--- config.mk ---
export PLATFORM = sky130hd
export DESIGN_NAME = iobuf_bank
export DESIGN_NICKNAME = d
export VERILOG_FILES = /design/src/rtl/iobuf_bank.sv
export SDC_FILE = /design/constraint.sdc
export NUM_CORES = 1
export LEC_CHECK = 0
export BUFFER_PORTS_ARGS = -buffer_cell sky130_fd_sc_hd__buf_2
export CAP_MARGIN = 5
export CORE_AREA = 2 2 79 81
export DETAILED_ROUTE_END_ITERATION = 7
export DIE_AREA = 0 0 81 83
export PLACE_DENSITY = 0.84
export SYNTH_ARGS = -nofsm -noshare
export SYNTH_HDL_FRONTEND = slang
export SYNTH_SLANG_ARGS = --single-unit
--- constraint.sdc ---
create_clock -name clk -period 4.74 [get_ports clk]
set_input_delay 0 -clock clk [delete_from_list [all_inputs] [get_ports clk]]
set_output_delay 0 -clock clk [all_outputs]
set_load 0.005 [all_outputs]
--- src/rtl/iobuf_bank.sv ---
// iobuf_bank: per-pin direction control with break-before-make turnaround and filtered, edge-detected input.
module iobuf_bank #(
  parameter int CHANNELS    = 5,
  parameter int TURN_CYCLES = 2,
  parameter int FILTER_LEN  = 2
) (
  input  logic                clk,
  input  logic                rst,
  input  logic [CHANNELS-1:0] oe_req,
  input  logic [CHANNELS-1:0] od_req,
  input  logic [CHANNELS-1:0] dout,
  output logic [CHANNELS-1:0] din,
  output logic [CHANNELS-1:0] rise,
  output logic [CHANNELS-1:0] fall,
  output logic [CHANNELS-1:0] busy,
  output logic [CHANNELS-1:0] bufdir,
  output logic [CHANNELS-1:0] bufod,
  output logic [CHANNELS-1:0] pin_oe,
  output logic [CHANNELS-1:0] pin_do,
  input  logic [CHANNELS-1:0] pin_di
);
  localparam int TW = $clog2(TURN_CYCLES + 1);
  localparam int FW = $clog2(FILTER_LEN + 1);
  typedef enum logic [1:0] {IN, TO_OUT, OUT, TO_IN} state_t;
  for (genvar i = 0; i < CHANNELS; i++) begin : g_ch
    state_t state_q, state_d;
    logic [TW-1:0] tc_q, tc_d;
    logic [FW-1:0] fc_q, fc_d;
    logic s1_q, s2_q, din_q, din_d, rise_q, fall_q, busy_q, bufdir_q, bufod_q, bufod_d, pin_oe_q, pin_do_q;
    logic tc_end, fc_end;
    always_comb begin
      tc_end  = tc_q == TW'(TURN_CYCLES - 1);
      fc_end  = fc_q == FW'(FILTER_LEN - 1);
      state_d = state_q == IN     ? (oe_req[i] ? TO_OUT : IN) :
                state_q == TO_OUT ? (!oe_req[i] ? IN : tc_end ? OUT : TO_OUT) :
                state_q == OUT    ? (oe_req[i] ? OUT : TO_IN) :
                                    (oe_req[i] ? OUT : tc_end ? IN : TO_IN);
      tc_d    = (state_q == TO_OUT || state_q == TO_IN) && !tc_end ? tc_q + 1'b1 : '0;
      // Open-drain mode may only change while the buffer is not driving.
      bufod_d = state_q == IN ? od_req[i] : bufod_q;
      fc_d    = (s2_q == din_q || fc_end) ? '0 : fc_q + 1'b1;
      din_d   = (s2_q != din_q && fc_end) ? s2_q : din_q;
    end
    // Outputs are decoded from the next state so they change on the same edge as the FSM.
    always_ff @(posedge clk or posedge rst) begin
      if (rst) begin
        state_q  <= IN;
        tc_q     <= '0;
        fc_q     <= '0;
        s1_q     <= 1'b0;
        s2_q     <= 1'b0;
        din_q    <= 1'b0;
        rise_q   <= 1'b0;
        fall_q   <= 1'b0;
        busy_q   <= 1'b0;
        bufdir_q <= 1'b0;
        bufod_q  <= 1'b0;
        pin_oe_q <= 1'b0;
        pin_do_q <= 1'b0;
      end else begin
        state_q  <= state_d;
        tc_q     <= tc_d;
        fc_q     <= fc_d;
        s1_q     <= pin_di[i];
        s2_q     <= s1_q;
        din_q    <= din_d;
        rise_q   <= din_d & ~din_q;
        fall_q   <= ~din_d & din_q;
        busy_q   <= state_d == TO_OUT || state_d == TO_IN;
        bufdir_q <= state_d != IN;
        bufod_q  <= bufod_d;
        pin_oe_q <= state_d == OUT;
        pin_do_q <= dout[i];
      end
    end
    assign din[i]    = din_q;
    assign rise[i]   = rise_q;
    assign fall[i]   = fall_q;
    assign busy[i]   = busy_q;
    assign bufdir[i] = bufdir_q;
    assign bufod[i]  = bufod_q;
    assign pin_oe[i] = pin_oe_q;
    assign pin_do[i] = pin_do_q;
  end
endmodule

After elaboration in Yosys (flattened, before gate mapping)
Cells that the tools add are included.
{ "classes": {"eq_ne": 50, "mux": 60, "add_sub_neg": 10, "n_bitwise": 20, "reduce_logical": 40} }
{ "ops": {"columns": ["op", "count"], "rows": [
  ["2-bit two-way mux", 45],
  ["2-bit by 1-bit == test with 1-bit output, second input constant", 20],
  ["2-bit == test, second input constant", 20],
  ["2-bit by 1-bit adder with 2-bit output, second input constant", 10],
  ["1-bit logical OR", 15],
  ["1-bit two-way mux", 15],
  ["1-bit AND", 10],
  ["1-bit logical AND", 10],
  ["2-bit zero test", 5],
  ["1-bit inverter", 10],
  ["2-bit nonzero test", 5],
  ["1-bit == test", 5],
  ["1-bit zero test", 5],
  ["1-bit inequality test", 5]
]} }
{ "totals": {"output_inout_bits": 40, "elab_cells": 245, "inputBits": 22, "regBits": 80} }

Logic depth before layout (Yosys ltp)
Gate-level depths: netlist of the first run.
{ "depth": {"ltp_word": 8, "depth_mapped": 4, "depth_no_buf": 4} }

Least setup slack after synthesis of the first run
OpenSTA, ideal clock, no wires.
{ "synth_timing": {"path_type": "flip-flop to flip-flop", "from": "reg g_ch[0].tc_q[0]", "to": "reg g_ch[0].state_q[1]", "setup_time_ns": 0.125, "slack_ns": 3.610, "n_path_buf": 0, "path_stages_with_launch": 4, "period_less_slack_ns": 1.130, "arrival_ns": 1.005, "t_required_ns": 4.615, "cell_sequence": "dfrtp_1 -> ha_1 -> nand2_1 -> mux2_2"} }
{ "synth_via": {"elab_chain_len": 6, "word_cells_on_any_way": 8, "cone_classes": "1 x eq/ne; 7 x mux"} }
{ "synth_rtl": {"columns": ["item", "line", "source"], "rows": [
  ["start: declaration", "27", "logic [TW-1:0] tc_q, tc_d;"],
  ["start signal: assignment", "62", "tc_q <= tc_d;"],
  ["2-bit by 1-bit == test with 1-bit output *", "32", "tc_end = tc_q == TW'(TURN_CYCLES - 1);"],
  ["2-bit two-way mux (2 in a row)", "37", "(oe_req[i] ? OUT : tc_end ? IN : TO_IN);"],
  ["2-bit two-way mux", "36", "state_q == OUT ? (oe_req[i] ? OUT : TO_IN) :"],
  ["2-bit two-way mux *", "35", "state_q == TO_OUT ? (!oe_req[i] ? IN : tc_end ? OUT : TO_OUT) :"],
  ["2-bit two-way mux *", "34", "state_d = state_q == IN ? (oe_req[i] ? TO_OUT : IN) :"],
  ["via g_ch[0].state_d[1]", "26", "state_t state_q, state_d;"],
  ["end signal: assignment", "61", "state_q <= state_d;"],
  ["end: declaration", "26", null]
]} }
Mark *: on every way through the listed nets, which the timed path passes. The rest lies on a longest branch.
A chain may end at the register's enable or synchronous reset.

Worst setup path after layout of the first run
Ends and elaborated chain as after synthesis.

==> impl_metrics.csv, run 1 <==
group,metric,value,unit
status,status,"finished, final reports clean",
drt,ant_nets,0,
drt,drc_errors,0,
placement,io_buffers,61,
sta,final-hold-violation-count,0,
layout,final_nets,349,
power_and_ir_drop,pwr-share-clk,21.8,%
clock_tree,clkSinkCount,76,
layout,drive_gt1_share,28.4,%
power_and_ir_drop,irDropWorstVdd,313,uV
power_and_ir_drop,power.density,593,mW/mm^2
clock_tree,clock_path_buffers,2,
floorplanning,die_h,83,um
floorplanning,start_util,54.2,%
floorplanning,dieArea,0.00672,mm^2
global_routing,grt_pass1_vias,1844,
synthesis,synth_area_per_cell,12.1,um^2
placement,dp_hpwl,3.09,mm
drt,vias,1891,
critical_path,r2r_slack,3530,ps
drt,wl,4.66,mm
sta,tightest_slew,911,ps
critical_path,critPathKind,"register to register",
critical_path,crit_path_cell_trace,"ha_1 > nand2_1 > mux2_2",
synthesis,synth.net_count,296,
critical_path,crit_arrival,1430,ps
clock_tree,clk_latency,340,ps
layout,antennaDiodeCount,0,
clock_tree,cts_tree,"yes",
sta,min_period_over_period,25.4,%
sta,whs,303,ps
drt,drtIter0Drc,76,
global_routing,grt_pass1_wl,7.89,mm
global_routing,grt_max_degree,77,
power_and_ir_drop,p_leak,1.77,nW
sta,setup_slack,3530,ps
drt,drt-pass1-iter-count,4,
power_and_ir_drop,switching_share,32.3,%
sta,finClkSkew,7.65,ps
sta,final-setup-viol-count,0,
critical_path,required,4960,ps
synthesis,ys_seq_elements,76,
critical_path,critPathMaxStageDelay,400,ps
critical_path,cp_max_fo,5,
critical_path,start_kind,"register",
power_and_ir_drop,power.switching,0.000699,W
layout,area_delta_synth_final,15.9,%
floorplanning,die_x,81,um
clock_tree,cts_setup_buffers,0,
synthesis,synth_cell_type_count,27,
clock_tree,cts_resized,0,
flow_run,drv_cap,0,
floorplanning,coreArea,0.00582,mm^2
synthesis,yosysSeqAreaShare,60.4,%
placement,gp_congestion,0.770,
power_and_ir_drop,p_comb_share,30.4,%
synthesis,yosysWarnings,0,
global_routing,track_usage,15.6,%
power_and_ir_drop,pwr-share-seq,47.9,%
clock_tree,cts-root-buf,"clkbuf_8",
sta,rsz0062_at_grt,"false",
synthesis,syn_area,0.00315,mm^2
global_routing,overflow,0,
floorplanning,rows,28,
drt,vias_per_cell,4.82,
sta,fmax,830,MHz
sta,max-slew-margin-rel,39.2,%
critical_path,cpMaxStageDelayCell,"dfrtp_1",
clock_tree,cts_buffers,9,
clock_tree,clk_pin_slew,80,ps
global_routing,grt_antenna_before_repair,0,
floorplanning,io_pins,62,
sta,finalCriticalPeriod,1210,ps
min_path,hp-class,"input port to register",
layout,utilization,62.8,%
clock_tree,htree_levels,3,
layout,fillerInstances,468,
synthesis,synthCells,260,
critical_path,crit_path_end_kind,"register",
drt,wl_per_cell,11.9,um
sta,tns,0,ps
power_and_ir_drop,p_int,0.00147,W
sta,finalMaxSlewViolations,0,
placement,dp_slack,3540,ps
-- sequential cells by signal, summed over array words and instances (netlist names) --
register,count
g_ch.busy_q,1
g_ch.bufod_q,5
g_ch.fall_q,5
g_ch.s2_q,5
g_ch.fc_q,10
g_ch.bufdir_q,5
g_ch.din_q,5
g_ch.s1_q,5
g_ch.rise_q,5
g_ch.pin_do_q,5
g_ch.tc_q,10
g_ch.state_q,10
g_ch.pin_oe_q,5
-- stage by stage --
| step | cell area (um^2) | total power, W | cells |
|---|---|---|---|
| floorplan | 3150 | 0.00162 | 260 |
| global placement | 3250 | 0.00165 | 356 |
| detailed placement | 3250 | 0.00170 | 356 |
| CTS | 3650 | 0.00219 | 392 |
| global route | 3650 | 0.00234 | 392 |
| finish | 3650 | 0.00217 | 392 |
-- cells in the mapped netlist, drive strengths merged --
cell | count | area [um^2]
inv | 18 | 67.6
mux2 | 11 | 124
buf | 41 | 308
ha | 14 | 175
xnor2 | 10 | 87.6
nand4b | 3 | 26.3
and4bb | 1 | 12.5
and4b | 1 | 10.0
nand2 | 16 | 60.1
a21o | 1 | 7.51
o21ai | 6 | 30.0
a21oi | 7 | 35.0
nand4 | 2 | 12.5
nor2b | 1 | 6.26
nand2b | 5 | 31.3
dfrtp | 76 | 1900
nor3 | 11 | 60.1
nor3b | 4 | 30.0
o311a | 2 | 20.0
and3b | 1 | 8.76
a31oi | 2 | 12.5
o311ai | 2 | 17.5
mux2i | 1 | 10.0
or2 | 2 | 12.5
nor2 | 22 | 82.6
-- power by group through the flow --
stage          combinational, W  clock, W  sequential (W)
2_1_floorplan          0.000617         0         0.00101
3_3_place_gp           0.000615         0         0.00103
3_5_place_dp           0.000653         0         0.00105
4_1_cts                0.000670  0.000486         0.00104
5_1_grt                0.000756  0.000514         0.00107
6_report               0.000657  0.000472         0.00104
-- final timing paths --
kind	startpoint	end	depth (start not counted)
setup / recovery	g_ch[0].tc_q[0]	g_ch[0].state_q[1]	3
hold / removal	pin_di[4]	g_ch[4].s1_q	2
setup reg to reg	g_ch[0].tc_q[0]	g_ch[0].state_q[1]	3
hold reg to reg	g_ch[3].s1_q	g_ch[3].s2_q	0
max in group asynchronous	rst	g_ch[2].bufdir_q	4
min in group asynchronous	rst	g_ch[3].state_q[1]	4
-- kinds of logic after synthesis --
group / Yosys count / share of synthesized area [%]
flip-flops: 76 / 60.4
AND/OR/NAND/NOR: 69 / 11.2
buffers and inverters: 59 / 11.9
AO/OA/AOI/OAI: 20 / 3.89
adder cells (fa/ha/maj): 14 / 5.56
multiplexers: 12 / 4.25
XOR/XNOR: 10 / 2.78
-- repair_timing --
action                     4_1_cts  5_1_grt
hold buffers                    21        0
setup endpoints to repair        0        0
hold endpoints to repair       108        0
-- metal layers --
metal  GRT usage [%]  share of wire [%]  up-vias
li1                -                  -      925
met1            16.6                 40      917
met2            27.2                 53       40
met3            5.22                4.7        9
met4            7.40                2.3        0
met5               0                  0        -
-- final cells by class --
class                      count  area, um^2  share of cell area [%]
inverter                      18        68.8                    1.89
clock inverter                 5        52.6                    1.44
multi-input combinational    125         872                    23.9
tap                           75        93.8                    2.57
timing repair buffer          83         523                    14.3
clock buffer                  10         138                    3.77
sequential                    76        1900                    52.1
-- layout by cell type, fill, tap and decap left out, drive strengths merged, types with 3 or more instances in the layout --
| cell | count |
|---|---|
| nand4b | 3 |
| a21oi | 7 |
| nor3 | 11 |
| dlygate4sd3 | 21 |
| ha | 14 |
| xnor2 | 10 |
| nand2 | 16 |
| buf | 62 |
| clkinv | 4 |
| o21ai | 6 |
| nor3b | 4 |
| inv | 17 |
| clkbuf | 10 |
| nand2b | 5 |
| nor2 | 22 |
| dfrtp | 76 |
| mux2 | 11 |
-- critical path: cells and delay by family (launching register included) --
family                   cells  cell delay (ps)
adder cells (fa/ha/maj)      1              260
flip-flops                   1              400
multiplexers                 1              340
AND/OR/NAND/NOR              1               90
Power figures use the tool's default switching activity.
==> run 2, diff against run 1 <==
Settings changed: CORE_AREA 2 2 79 81 to 2 2 80 82, DIE_AREA 0 0 81 83 to 0 0 82 84, PLACE_DENSITY 0.84 to 0.82.
Clock period 4.74 ns to 1.2 ns, I/O delays scaled along.
==> run 2 against run 1 <==
  * Clock power rose to 4.4 times the previous value
  * Sequential cell count unchanged
  * First-iteration DRC count down 53%
  * Maximum frequency up 4.4%
  * Cell area up 1.7%
  * Utilization down 1.8 points
  * Sequential share of layout area down 0.90 points
  * Critical path type unchanged
==> impl_metrics.csv, run 2 (same netlist as run 1, synthesis figures left out) <==
group,metric,value,unit
status,status,"finished, final reports clean",
sta,tns,0,ps
drt,vias,1897,
critical_path,r2r_slack,50,ps
min_path,hp-class,"input port to register",
sta,fmax,866,MHz
sta,finalCriticalPeriod,1150,ps
sta,max-slew-margin-rel,74.4,%
clock_tree,clock_path_buffers,2,
drt,drc_errors,0,
clock_tree,clk_pin_slew,80,ps
layout,final_cell_mix,"76 x dfrtp_1, 61 x buf_2, 22 x nor2_1",
power_and_ir_drop,power.density,2370,mW/mm^2
drt,ant_nets,0,
placement,io_buffers,61,
floorplanning,die_h,84,um
layout,layout_commonest_cell,"dfrtp_1",
sta,min_period_over_period,96.2,%
layout,area_delta_synth_final,17.9,%
critical_path,critPathKind,"register to register",
floorplanning,rows,29,
drt,drt-pass1-iter-count,4,
clock_tree,cts_buffers,9,
sta,rsz0062_at_grt,"true",
global_routing,grt_max_degree,77,
placement,dp_cells,359,
drt,wl,4.73,mm
drt,wl_per_cell,11.9,um
layout,antennaDiodeCount,0,
critical_path,cp_max_fo,5,
drt,drtIter0Drc,36,
global_routing,overflow,0,
critical_path,reg2regPathDepth,3,
floorplanning,coreArea,0.00610,mm^2
clock_tree,cts_setup_buffers,0,
critical_path,crit_path_end_kind,"register",
layout,final_nets,350,
clock_tree,htree_levels,3,
clock_tree,cts_tree,"yes",
critical_path,crit_end,"g_ch[0].state_q[1]",
floorplanning,start_util,51.7,%
layout,top_regs,"g_ch.fc_q x10, g_ch.state_q x10, g_ch.tc_q x10",
global_routing,grt_pass1_vias,1891,
sta,finalMaxSlewViolations,0,
global_routing,grt_antenna_before_repair,0,
critical_path,r2r_start,"g_ch[0].tc_q[0]",
placement,dp_hpwl,3.06,mm
drt,vias_per_cell,4.79,
placement,gp_congestion,0.711,
critical_path,crit_arrival,1370,ps
critical_path,start_kind,"register",
flow_run,drv_cap,0,
global_routing,track_usage,15.4,%
floorplanning,dieArea,0.00689,mm^2
clock_tree,clk_latency,330,ps
layout,drive_gt1_share,30.1,%
power_and_ir_drop,p_leak,1.78,nW
floorplanning,die_x,82,um
clock_tree,cts-root-buf,"clkbuf_8",
floorplanning,io_pins,62,
critical_path,required,1410,ps
critical_path,r2r-end,"g_ch[0].state_q[1]",
sta,final-hold-violation-count,0,
layout,fillerInstances,493,
critical_path,crit_start,"g_ch[0].tc_q[0]",
power_and_ir_drop,irDropWorstVdd,1040,uV
sta,finClkSkew,8.40,ps
layout,stdcell_count,396,
sta,tightest_slew,384,ps
global_routing,grt_pass1_wl,7.96,mm
sta,final-setup-viol-count,0,
clock_tree,clkSinkCount,76,
==> run 2: cell types whose count changed in the layout (fill, tap and decap cells not counted), moves of 2 or more <==
cell and change:
ha_2 +5, ha_1 -5, clkinv_2 -3, clkinvlp_4 +2
==> run 2: metal layers <==
layer  vias to the layer above  wire length, um  GRT usage, %
li1                        921                -             -
met1                       922             1850          16.0
met2                        47             2570          27.2
met3                         7              232          4.55
met4                         0               72          7.73
met5                         -                0             0
==> run 2: what timing repair did <==
action,4_1_cts,5_1_grt
hold buffers,21,0
resized for setup,1,4
setup endpoints to repair,1,4
hold endpoints to repair,108,0
pin swaps,0,0
==> run 2: worst min-delay path by stage <==
stage | from | endpoint | slack, ps | depth (start not counted)
after detailed placement | pin_di[3] | g_ch[3].s1_q | 110 | 1
after CTS | pin_di[3] | g_ch[3].s1_q | 280 | 2
final | pin_di[3] | g_ch[3].s1_q | 300 | 2
after global placement | dout[2] | g_ch[2].pin_do_q | 110 | 1
after global routing | pin_di[3] | g_ch[3].s1_q | 290 | 2
after floorplan | dout[0] | g_ch[0].pin_do_q | 30 | 0
==> run 2: where the power goes <==
| group | switching, W | internal, W |
|---|---|---|
| sequential | 0.000650 | 0.00345 |
| clock | 0.000888 | 0.00117 |
| combinational | 0.00126 | 0.00140 |
==> run 2: worst max-delay path: stages, from the launching register on <==
cell     delay, ps
dfrtp_1        410
ha_2           220
nand2_1         80
mux2_2         330
==> run 2: area by class of cell <==
| type | instances | area (um^2) | share of cell area (%) |
|---|---|---|---|
| flip-flops and latches | 76 | 1900 | 51.2 |
| multi-input cells | 125 | 885 | 23.8 |
| repair buffers | 84 | 543 | 14.6 |
| clock buffers | 10 | 128 | 3.44 |
| well taps | 77 | 96.3 | 2.59 |
| clock inverters | 6 | 88.8 | 2.39 |
| inverters | 18 | 71.3 | 1.92 |
==> run 2: through the flow <==
stage	worst slack (ps)	util [%]	power, W	area [um^2]	hold WS [ps]
2_1_floorplan	70.3	-	0.00641	3150	31.4
3_3_place_gp	49.8	53.7	0.00653	3270	108
3_5_place_dp	23.5	53.7	0.00673	3270	110
4_1_cts	12.0	60.8	0.00891	3700	279
5_1_grt	-4.19	60.9	0.00954	3710	295
6_report	45.5	60.9	0.00881	3710	302
==> run 3, diff against run 2 <==
Settings changed: CELL_PAD_IN_SITES_DETAIL_PLACEMENT from default to 1, CELL_PAD_IN_SITES_GLOBAL_PLACEMENT from default to 1, CORE_AREA 2 2 80 82 to 2 2 89 91, DIE_AREA 0 0 82 84 to 0 0 91 93, PLACE_DENSITY 0.82 to 0.83.
==> run 3 against run 2 <==
  * Clock skew is 1.5 ps higher
  * Critical endpoint is now g_ch[3].state_q[1]
  * Highest routed layer unchanged
  * Wire length is 20% higher
  * Maximum frequency is 0.97% lower
  * Largest cell class unchanged
==> impl_metrics.csv, run 3 (same netlist as run 1, synthesis figures left out) <==
group,metric,value,unit
status,status,"finished, final reports clean",
power_and_ir_drop,power.switching,0.00298,W
power_and_ir_drop,p_int,0.00604,W
placement,gp_congestion,0.746,
sta,tightest_slew,389,ps
placement,dp_hpwl,3.77,mm
power_and_ir_drop,power.density,2370,mW/mm^2
sta,finalMaxSlewViolations,0,
layout,antennaDiodeCount,0,
critical_path,start_kind,"register",
layout,final_cell_mix,"76 x dfrtp_1, 61 x buf_2, 22 x nor2_1",
sta,finalCriticalPeriod,1170,ps
placement,io_buffers,61,
critical_path,crit_start,"g_ch[3].tc_q[0]",
sta,whs,216,ps
clock_tree,cts_tree,"yes",
sta,setup_slack,34.2,ps
sta,max-slew-margin-rel,74.0,%
critical_path,crit_path_end_kind,"register",
layout,fin_area,0.00380,mm^2
power_and_ir_drop,pwr-share-clk,22.2,%
global_routing,grt_pass1_vias,2070,
drt,drtIter0Drc,24,
clock_tree,clock_path_buffers,2,
sta,rsz0062_at_grt,"true",
global_routing,overflow,0,
global_routing,grt_antenna_before_repair,0,
layout,drive_gt1_share,33.1,%
floorplanning,dieArea,0.00846,mm^2
global_routing,grt_pass1_wl,9.58,mm
critical_path,r2r-end,"g_ch[3].state_q[1]",
floorplanning,io_pins,62,
floorplanning,start_util,41.8,%
layout,final_nets,354,
placement,dpl_cell_area,0.00332,mm^2
power_and_ir_drop,p_leak,1.80,nW
clock_tree,clk_pin_slew,80,ps
placement,dp_slack,8.69,ps
critical_path,reg2regPathDepth,3,
layout,layout_commonest_cell,"dfrtp_1",
drt,vias_per_cell,4.56,
clock_tree,cts-root-buf,"clkbuf_8",
critical_path,required,1430,ps
power_and_ir_drop,pwr-share-seq,45.9,%
clock_tree,cts_buffers,9,
layout,top_regs,"g_ch.fc_q x10, g_ch.state_q x10, g_ch.tc_q x10",
floorplanning,die_x,91,um
critical_path,crit_arrival,1390,ps
drt,wl,5.68,mm
critical_path,crit_end,"g_ch[3].state_q[1]",
critical_path,critPathKind,"register to register",
clock_tree,clk_latency,340,ps
drt,drt-pass1-iter-count,3,
global_routing,track_usage,14.5,%
critical_path,r2r_slack,30,ps
power_and_ir_drop,irDropWorstVdd,1030,uV
drt,vias,1938,
power_and_ir_drop,switching_share,33.0,%
floorplanning,coreArea,0.00753,mm^2
flow_run,drv_cap,0,
power_and_ir_drop,p_comb_share,31.9,%
clock_tree,htree_levels,3,
drt,ant_nets,0,
sta,min_period_over_period,97.1,%
sta,fmax,858,MHz
min_path,hp-class,"input port to async pin",
drt,wl_per_cell,13.4,um
clock_tree,clkSinkCount,76,
layout,area_delta_synth_final,20.8,%
floorplanning,rows,32,
critical_path,r2r_start,"g_ch[3].tc_q[0]",
sta,final-setup-viol-count,0,
sta,finClkSkew,9.95,ps
sta,final-hold-violation-count,0,
global_routing,grt_max_degree,43,
drt,drc_errors,0,
layout,fillerInstances,837,
floorplanning,die_h,93,um
critical_path,cp_max_fo,4,
-- run 3: power groups by stage --
stage,Combinational [W],Sequential [W],Clock [W]
after floorplan,0.00244,0.00397,0
after global placement,0.00252,0.00408,0
after detailed placement,0.00269,0.00417,0
after CTS,0.00277,0.00413,0.00207
after global routing,0.00329,0.00430,0.00220
final,0.00287,0.00414,0.00200
-- run 3: stage by stage --
step	TNS (ps)	utilization [%]	cells	power [W]
5_1_grt	-80.2	50.5	425	0.00979
3_5_place_dp	0	44.1	386	0.00686
6_report	0	50.5	425	0.00901
2_1_floorplan	0	-	260	0.00641
4_1_cts	0	49.7	423	0.00897
3_3_place_gp	0	44.1	386	0.00661
-- run 3: worst min-delay path by stage --
stage                     cells after the start     from            endpoint  slack [ps]
after floorplan                               0  dout[0]    g_ch[0].pin_do_q          30
after global placement                        2      rst      g_ch[4].rise_q           7
after detailed placement                      2      rst      g_ch[4].rise_q          10
after CTS                                     3      rst        g_ch[4].s2_q         200
after global routing                          3      rst  g_ch[0].state_q[0]         230
final                                         3      rst        g_ch[4].s2_q         220
-- run 3: final cells by class --
| class | instances | area, um^2 | area share [%] |
|---|---|---|---|
| Sequential cell | 76 | 1900 | 50.0 |
| Clock buffer | 11 | 151 | 3.98 |
| Clock inverter | 5 | 58.8 | 1.55 |
| Tap cell | 102 | 128 | 3.36 |
| Timing Repair Buffer | 88 | 573 | 15.1 |
| Multi-Input combinational cell | 125 | 920 | 24.2 |
| Inverter | 18 | 71.3 | 1.87 |
-- run 3: routing by layer --
metal / track usage, % / wire [um] / vias to the layer above
met1: 17.5 / 2470 / 950
met4: 4.55 / 61 / 0
met3: 4.19 / 250 / 9
met5: 0 / 0 / -
met2: 25.1 / 2900 / 48
li1: - / - / 931
-- run 3: timing repair --
| action | in CTS | in global routing |
|---|---|---|
| gates resized for setup | 1 | 12 |
| gates cloned | 0 | 0 |
| endpoints found under the setup margin | 1 | 11 |
| endpoints found under the hold margin | 87 | 0 |
| hold buffers | 21 | 0 |
| buffers inserted | 0 | 2 |
| pin swaps | 0 | 1 |
-- run 3: worst max-delay path, cell delays in order, from the launching register on --
cell	delay, ps
dfrtp_1	400
ha_2	210
nand2_1	100
mux2_2	340
